==> src/rtl/mem_ram_arbiter.sv <==
// Two-requester arbiter for the single-port data RAM: IF (read-only) and LS (read/masked write).
// Define ARB_FIXED_PRIO_EN for strict LS priority; default build is round-robin.
module mem_ram_arbiter #(
   parameter int unsigned ADDR_WIDTH = 32,
   parameter int unsigned DATA_WIDTH = 32
) (
   input  logic                  clk,
   input  logic                  reset,
   input  logic                  if_req_i,
   input  logic [ADDR_WIDTH-1:0] if_addr_i,
   output logic                  if_gnt_o,
   output logic                  if_rvalid_o,
   output logic [DATA_WIDTH-1:0] if_rdata_o,
   input  logic                  ls_req_i,
   input  logic [ADDR_WIDTH-1:0] ls_addr_i,
   input  logic [DATA_WIDTH-1:0] ls_wdata_i,
   input  logic [3:0]            ls_wmask_i,
   output logic                  ls_gnt_o,
   output logic                  ls_rvalid_o,
   output logic [DATA_WIDTH-1:0] ls_rdata_o,
   output logic                  ram_en_n_o,
   output logic [ADDR_WIDTH-1:0] ram_addr_o,
   output logic [DATA_WIDTH-1:0] ram_wdata_o,
   output logic [3:0]            ram_wmask_o,
   input  logic [DATA_WIDTH-1:0] ram_rdata_i
);

   typedef enum logic [1:0] {
      ST_IDLE,
      ST_ISSUE,
      ST_RESP
   } state_e;

   state_e                state_q, state_d;
   logic [ADDR_WIDTH-1:0] addr_q, addr_d;
   logic [DATA_WIDTH-1:0] wdata_q, wdata_d;
   logic [3:0]            wmask_q, wmask_d;
   logic                  en_n_q, en_n_d;
   logic                  if_gnt_q, if_gnt_d;
   logic                  ls_gnt_q, ls_gnt_d;
   logic                  if_rvalid_q, if_rvalid_d;
   logic                  ls_rvalid_q, ls_rvalid_d;
   logic                  pick_ls;
`ifndef ARB_FIXED_PRIO_EN
   logic                  last_ls_q, last_ls_d;
`endif

   always_ff @(posedge clk) begin
      if (reset) begin
         state_q     <= ST_IDLE;
         addr_q      <= '0;
         wdata_q     <= '0;
         wmask_q     <= '0;
         en_n_q      <= 1'b1;
         if_gnt_q    <= 1'b0;
         ls_gnt_q    <= 1'b0;
         if_rvalid_q <= 1'b0;
         ls_rvalid_q <= 1'b0;
`ifndef ARB_FIXED_PRIO_EN
         last_ls_q   <= 1'b1;
`endif
      end else begin
         state_q     <= state_d;
         addr_q      <= addr_d;
         wdata_q     <= wdata_d;
         wmask_q     <= wmask_d;
         en_n_q      <= en_n_d;
         if_gnt_q    <= if_gnt_d;
         ls_gnt_q    <= ls_gnt_d;
         if_rvalid_q <= if_rvalid_d;
         ls_rvalid_q <= ls_rvalid_d;
`ifndef ARB_FIXED_PRIO_EN
         last_ls_q   <= last_ls_d;
`endif
      end
   end

   always_comb begin
      state_d     = state_q;
      addr_d      = addr_q;
      wdata_d     = wdata_q;
      wmask_d     = '0;
      en_n_d      = 1'b1;
      if_gnt_d    = 1'b0;
      ls_gnt_d    = 1'b0;
      if_rvalid_d = 1'b0;
      ls_rvalid_d = 1'b0;
`ifdef ARB_FIXED_PRIO_EN
      pick_ls     = ls_req_i;
`else
      last_ls_d   = last_ls_q;
      pick_ls     = ls_req_i && (!if_req_i || !last_ls_q);
`endif
      case (state_q)
         // In ISSUE the registered mask and grants still describe the command in flight.
         ST_ISSUE: begin
            if (wmask_q == '0) begin
               state_d     = ST_RESP;
               if_rvalid_d = if_gnt_q;
               ls_rvalid_d = ls_gnt_q;
            end else begin
               state_d = ST_IDLE;
            end
         end
         default: begin
            state_d = ST_IDLE;
            if (if_req_i || ls_req_i) begin
               state_d = ST_ISSUE;
               en_n_d  = 1'b0;
`ifndef ARB_FIXED_PRIO_EN
               last_ls_d = pick_ls;
`endif
               if (pick_ls) begin
                  addr_d   = ls_addr_i;
                  wdata_d  = ls_wdata_i;
                  wmask_d  = ls_wmask_i;
                  ls_gnt_d = 1'b1;
               end else begin
                  addr_d   = if_addr_i;
                  if_gnt_d = 1'b1;
               end
            end
         end
      endcase
   end

   assign if_gnt_o    = if_gnt_q;
   assign ls_gnt_o    = ls_gnt_q;
   assign if_rvalid_o = if_rvalid_q;
   assign ls_rvalid_o = ls_rvalid_q;
   assign if_rdata_o  = if_rvalid_q ? ram_rdata_i : '0;
   assign ls_rdata_o  = ls_rvalid_q ? ram_rdata_i : '0;
   assign ram_en_n_o  = en_n_q;
   assign ram_addr_o  = addr_q;
   assign ram_wdata_o = wdata_q;
   assign ram_wmask_o = wmask_q;

endmodule

==> config.mk <==
export PLATFORM = sky130hd
export DESIGN_NAME = mem_ram_arbiter
export DESIGN_NICKNAME = d
export VERILOG_FILES = /design/src/rtl/mem_ram_arbiter.sv
export SDC_FILE = /design/constraint.sdc
export NUM_CORES = 1
export LEC_CHECK = 0
export CAP_MARGIN = 20
export CORE_MARGIN = 8
export CORE_UTILIZATION = 29
export DETAILED_ROUTE_END_ITERATION = 8
export GPL_TIMING_DRIVEN = 0
export PLACE_DENSITY = 0.77
export SETUP_SLACK_MARGIN = 0.1
export SYNTH_ARGS = -nofsm -noshare
export SYNTH_HDL_FRONTEND = slang
export SYNTH_SLANG_ARGS = --single-unit
==> constraint.sdc <==
create_clock -name clk -period 1.5 [get_ports clk]
set_clock_uncertainty 0.05 [all_clocks]
set_input_delay 0.45 -clock clk [delete_from_list [all_inputs] [get_ports clk]]
set_output_delay 0.45 -clock clk [all_outputs]
set_load 0.02 [all_outputs]
==> results of run 1 <==
## cells by family after synthesis
family          share of synthesized area
buf+inv                            0.0642
flops                               0.470
compound gates                      0.234
simple gates                        0.231
## cells in the mapped netlist
cell type	instances
a21oi_1	33
buf_6	9
nand2_1	65
o21ai_0	1
dfxtp_1	76
clkbuf_1	21
nor2_1	1
buf_1	1
buf_2	4
inv_1	1
or4_1	1
a311oi_2	1
or2_1	1
a22o_1	32
nor3b_4	1
a311oi_1	31
a21bo_1	1
a21boi_2	1
nor3_1	2
and2_1	71
nand2b_1	2
## path summary, 6_finish.rpt
path | end | slack [ns] | depth (start not counted)
max | ls_rdata_o[5] | -0.15 | 3
min | state_q[1]$_SDFF_PP0_ | 0.39 | 1
max reg2reg | ram_addr_o[8]$_SDFFE_PP0P_ | 0 | 7
min reg2reg | state_q[1]$_SDFF_PP0_ | 0.39 | 1
## cell type report
| cell class | count | area share |
|---|---|---|
| Clock buffer | 9 | 0.0169 |
| Timing Repair Buffer | 311 | 0.423 |
| Buffer | 32 | 0.0511 |
| Tap cell | 140 | 0.0239 |
| Inverter | 1 | 0.000511 |
| Multi-Input combinational cell | 244 | 0.263 |
| Clock inverter | 7 | 0.00903 |
| Sequential cell | 76 | 0.213 |
## per-layer routing
layer  vias up  part of all wire
met5         -                 0
met4         0             0.025
met3        29             0.090
met2       191              0.52
met1      1901              0.36
li1       1888                 -
## per-stage QoR
stage | util | cells | power [mW]
after floorplan | - | 356 | 2.93
after global placement | 0.567 | 768 | 3.75
after detailed placement | 0.567 | 768 | 3.78
after CTS | 0.627 | 812 | 5.47
after global routing | 0.677 | 820 | 5.90
final | 0.677 | 820 | 5.64
## flip-flops by register name, summed over array words and instances, names as in the netlist
signal,flops
ls_gnt_o,1
state_q,2
if_rvalid_o,1
if_gnt_o,1
last_ls_q,1
ram_en_n_o,1
ram_wmask_o,4
ram_addr_o,32
ls_rvalid_o,1
ram_wdata_o,32
## repair_timing
item,CTS,global route
resized for setup,823,210
setup endpoints to repair,212,191
hold buffers,0,0
setup buffers,23,11
pin swaps,32,37
gates cloned,6,3
## power breakdown
group	leakage (nW)	internal [mW]	switching [mW]
registers	0.636	2.19	0.105
logic	2.62	0.986	0.813
clock network	0.0992	0.763	0.781
## critical path: cells and delay by family (launching register included)
family | cells | cell delay, ns
simple gates | 1 | 0.14
flops | 1 | 0.40
buf+inv | 2 | 0.27
==> impl_metrics.env, run 1 <==
export IMPL_critPathKind="reg -> out"
export IMPL_relSlewSlack=0.545
export IMPL_syn_nets=492
export IMPL_mostFrequentLayoutCells="clkdlybuf4s50_1 (100), buf_6 (91), buf_4 (70)"
export IMPL_crit_chain="clkbuf_8 > and2_4 > buf_6"
export IMPL_outcome="complete, but fails checks"
export IMPL_cp_start_kind="register"
export IMPL_syn_area_per_cell_um2=9.09
export IMPL_setup_ws_ns=-0.152
export IMPL_pre_cts_slack_ns=-0.841
export IMPL_ios=273
export IMPL_yosysSeqAreaShare=0.470
export IMPL_cp_end_kind="primary output"
export IMPL_multi_input_area_um2=1930
export IMPL_grtUsageMet1=0.198
export IMPL_required_ns=1.00
export IMPL_netlist_instances=356
export IMPL_ys_seq_elements=76
export IMPL_grt_met3_usage=0.0759
export IMPL_crit_fanout=6
export IMPL_grt_pass1_wl_um=23300
export IMPL_reg2reg_from="state_q[1]$_SDFF_PP0_"
export IMPL_drc_errors=0
export IMPL_whs_ns=0.390
export IMPL_p_per_area_nw_per_um2=768
export IMPL_start_util=0.298
export IMPL_antenna_found_initial=0
export IMPL_place_area_um2=6150
export IMPL_detail_route_wl_per_cell_um=20.0
export IMPL_synth_area_leaders="dfxtp_1 (47%), and2_1 (14%), a22o_1 (8.7%)"
export IMPL_setup_viol=64
export IMPL_port_buffers=272
export IMPL_cts_root_buffer="clkbuf_8"
export IMPL_dpl_hpwl_um=11900
export IMPL_firstDrtPassIters=4
export IMPL_syn_area_um2=3230
export IMPL_overflow=0
export IMPL_finalSetupTns_ns=-8.09
export IMPL_cpPeakStageDelay_ns=0.40
export IMPL_cp_data_arrival_time_ns=1.15
export IMPL_drt_wl_total_um=16400
export IMPL_antennaDiodeCount=0
export IMPL_final_nets=811
export IMPL_die_h_um=122
export IMPL_rsz0062_at_grt="yes"
export IMPL_postRouteAntennaNets=0
export IMPL_grt_max_degree=14
export IMPL_p_leak_nw=3.36
export IMPL_num_vias=4009
export IMPL_gp_congestion=0.818
export IMPL_startpoint="ls_rvalid_o$_SDFF_PP0_"
export IMPL_area_growth_pct=127
export IMPL_cap_violations=0
export IMPL_period_share=1.10
export IMPL_core_rowCount=38
export IMPL_clock_fmax_ghz=0.606
export IMPL_min_period_ns=1.65
export IMPL_core_area_um2=10800
export IMPL_die_x_um=122
export IMPL_grt_use_total=0.200
export IMPL_hp_class="reg -> reg"
export IMPL_cts_sinks=76
export IMPL_cts_tree="done"
export IMPL_clock_latency_ns=0.35
export IMPL_fin_area_um2=7340
export IMPL_cts_buffers=9
export IMPL_met2_usage=0.371
export IMPL_synth_warnings=0
export IMPL_fillers=857
export IMPL_hold_violations=0
export IMPL_die_area_um2=14800
export IMPL_drive_gt1_frac=0.538
export IMPL_first_iter_violations=150
export IMPL_ctsHtreeMaxLevel=3
export IMPL_drv_slew=0
export IMPL_yosysTopAreaCell="dfxtp_1"
export IMPL_synth_top_area_share=0.470
export IMPL_peakVddDrop_mv=0.591
export IMPL_first_global_vias=4351
export IMPL_busiest_layer="met2"
export IMPL_synth_distinct_cells=21
export IMPL_worstMarginPinSlew_ns=0.682
export IMPL_violations="setup timing"
export IMPL_final_common_cell="clkdlybuf4s50_1"
export IMPL_seqCellArea_um2=1560
export IMPL_clk_pin_slew_ns=0.07
export IMPL_clk_path_buf_depth=2
export IMPL_routed_via_density=4.89
export IMPL_holdCritStartpoint="ram_wmask_o[2]$_SDFF_PP0_"
export IMPL_worst_path_max_delay_cell="dfxtp_4"
No activity file was read; power rests on OpenSTA's default activity.
==> run 2: changes to the inputs <==
--- a/config.mk
+++ b/config.mk
@@ -7,10 +7,10 @@
 export LEC_CHECK = 0
 export CAP_MARGIN = 20
 export CORE_MARGIN = 8
-export CORE_UTILIZATION = 29
+export CORE_UTILIZATION = 35
 export DETAILED_ROUTE_END_ITERATION = 8
+export DONT_BUFFER_PORTS = 1
 export GPL_TIMING_DRIVEN = 0
-export PLACE_DENSITY = 0.77
 export SETUP_SLACK_MARGIN = 0.1
 export SYNTH_ARGS = -nofsm -noshare
 export SYNTH_HDL_FRONTEND = slang
==> constraint.sdc (replaced) <==
create_clock -name clk -period 1.57 [get_ports clk]
set_clock_uncertainty 0.05 [all_clocks]
set_input_delay 0.471 -clock clk [delete_from_list [all_inputs] [get_ports clk]]
set_output_delay 0.471 -clock clk [all_outputs]
set_load 0.05 [all_outputs]
==> impl_metrics.env, run 2 (same netlist as run 1, synthesis figures left out) <==
export IMPL_clock_latency_ns=0.34
export IMPL_drt_wl_total_um=11700
export IMPL_pre_cts_slack_ns=-0.196
export IMPL_required_ns=1.05
export IMPL_postRouteAntennaNets=0
export IMPL_grt_pass1_wl_um=17600
export IMPL_routed_via_density=5.74
export IMPL_final_nets=508
export IMPL_ios=273
export IMPL_first_global_vias=2972
export IMPL_grt_use_total=0.174
export IMPL_cp_end_kind="primary output"
export IMPL_drive_gt1_frac=0.528
export IMPL_cts_root_buffer="clkbuf_8"
export IMPL_finalSetupTns_ns=-12.04
export IMPL_worstMarginPinSlew_ns=0.591
export IMPL_relSlewSlack=0.606
export IMPL_critPathKind="reg -> out"
export IMPL_clk_pin_slew_ns=0.08
export IMPL_p_leak_nw=1.65
export IMPL_die_area_um2=12600
export IMPL_core_rowCount=35
export IMPL_start_util=0.355
export IMPL_final_common_cell="dfxtp_2"
export IMPL_rsz0062_at_grt="yes"
export IMPL_peakVddDrop_mv=0.559
export IMPL_hp_class="in -> reg"
export IMPL_cts_sinks=76
export IMPL_cts_buffers=9
export IMPL_gp_congestion=0.795
export IMPL_cp_start_kind="register"
export IMPL_mostFrequentLayoutCells="dfxtp_2 (72), nand2_1 (65), and2_4 (62)"
export IMPL_cts_hold_buf=0
export IMPL_die_x_um=112
export IMPL_ctsHtreeMaxLevel=3
export IMPL_drc_errors=0
export IMPL_cts_tree="done"
export IMPL_overflow=0
export IMPL_p_per_area_nw_per_um2=1220
export IMPL_outcome="complete, but fails checks"
export IMPL_setup_viol=64
export IMPL_clock_fmax_ghz=0.562
export IMPL_p_switching_mw=1.70
export IMPL_whs_ns=0.197
export IMPL_seq_power_share=0.559
export IMPL_firstDrtPassIters=4
export IMPL_cp_data_arrival_time_ns=1.26
export IMPL_first_iter_violations=229
export IMPL_swShare=0.343
export IMPL_die_h_um=112
export IMPL_port_buffers=0
export IMPL_grt_max_degree=13
export IMPL_combPwrFrac=0.123
export IMPL_drv_slew=0
export IMPL_cap_violations=0
export IMPL_area_growth_pct=25.3
export IMPL_dpl_hpwl_um=9070
export IMPL_violations="setup timing"
export IMPL_hold_violations=0
export IMPL_num_vias=2792
export IMPL_setup_ws_ns=-0.210
export IMPL_p_int_mw=3.26
export IMPL_detail_route_wl_per_cell_um=24.0
export IMPL_antennaDiodeCount=0
export IMPL_antenna_found_initial=0
export IMPL_clk_path_buf_depth=2
export IMPL_min_period_ns=1.78
export IMPL_p_clk_frac=0.318
export IMPL_core_area_um2=9110
export IMPL_crit_fanout=10
export IMPL_period_share=1.13
-- run 2: cell count changes in the layout (fill, tap and decap cells not counted), sizes merged --
cell	delta
buf	-173
bufinv	+1
clkbuf	+5
clkdlybuf4s15	-2
clkdlybuf4s50	-100
clkinv	-1
clkinvlp	-1
dlygate4sd2	-23
dlymetal6s2s	-10
inv	-1
-- run 2: per-stage QoR --
stage	power, mW	std cells	cell area, um^2	util
floorplan	3.18	356	3400	-
detailed placement	3.33	467	3540	0.389
global placement	3.31	467	3540	0.389
CTS	4.98	484	3970	0.435
finish	4.96	486	4050	0.445
global route	5.17	486	4050	0.445
-- run 2: power by group through the flow --
| stage | registers, mW | logic (mW) | clock network [mW] |
|---|---|---|---|
| after floorplan | 2.72 | 0.456 | 0 |
| after global placement | 2.78 | 0.538 | 0 |
| after detailed placement | 2.78 | 0.554 | 0 |
| after CTS | 2.77 | 0.576 | 1.64 |
| after global routing | 2.79 | 0.675 | 1.71 |
| final | 2.77 | 0.612 | 1.58 |
-- run 2: final cells by class --
cell class	count	area, um^2
repair buffers	5	57.6
well taps	111	139
multi-input cells	244	1730
clock buffers	9	124
clock inverters	5	78.8
plain buffers	35	304
fillers	881	5060
flip-flops and latches	76	1620
inverters	1	3.75
-- run 2: critical path, stage by stage (launching register included) --
cell,delay (ns)
dfxtp_4,0.51
buf_8,0.17
and2_4,0.24
-- run 2: worst paths after layout --
kind	start	to	slack (ns)	cells past startpoint
worst max-delay path	if_rvalid_o$_SDFF_PP0_	if_rdata_o[7]	-0.21	2
worst min-delay path	ls_wdata_i[2]	ram_wdata_o[2]$_SDFFE_PP0P_	0.20	1
worst max register to register	last_ls_q$_SDFFE_PP1P_	ram_addr_o[19]$_SDFFE_PP0P_	0.18	4
worst min register to register	last_ls_q$_SDFFE_PP1P_	last_ls_q$_SDFFE_PP1P_	0.45	2
-- run 2: timing repair --
item | 4_1_cts | 5_1_grt
pin swaps | 32 | 10
setup buffers | 2 | 2
cloned | 1 | 0
resized for setup | 101 | 30
setup endpoints to repair | 205 | 125
-- run 2: per-layer routing --
layer,vias to the layer above,GRT usage,routed length [um]
met4,0,0.0683,213
li1,1275,-,-
met2,183,0.298,5900
met1,1313,0.183,4170
met3,21,0.0811,1370
met5,-,0,0
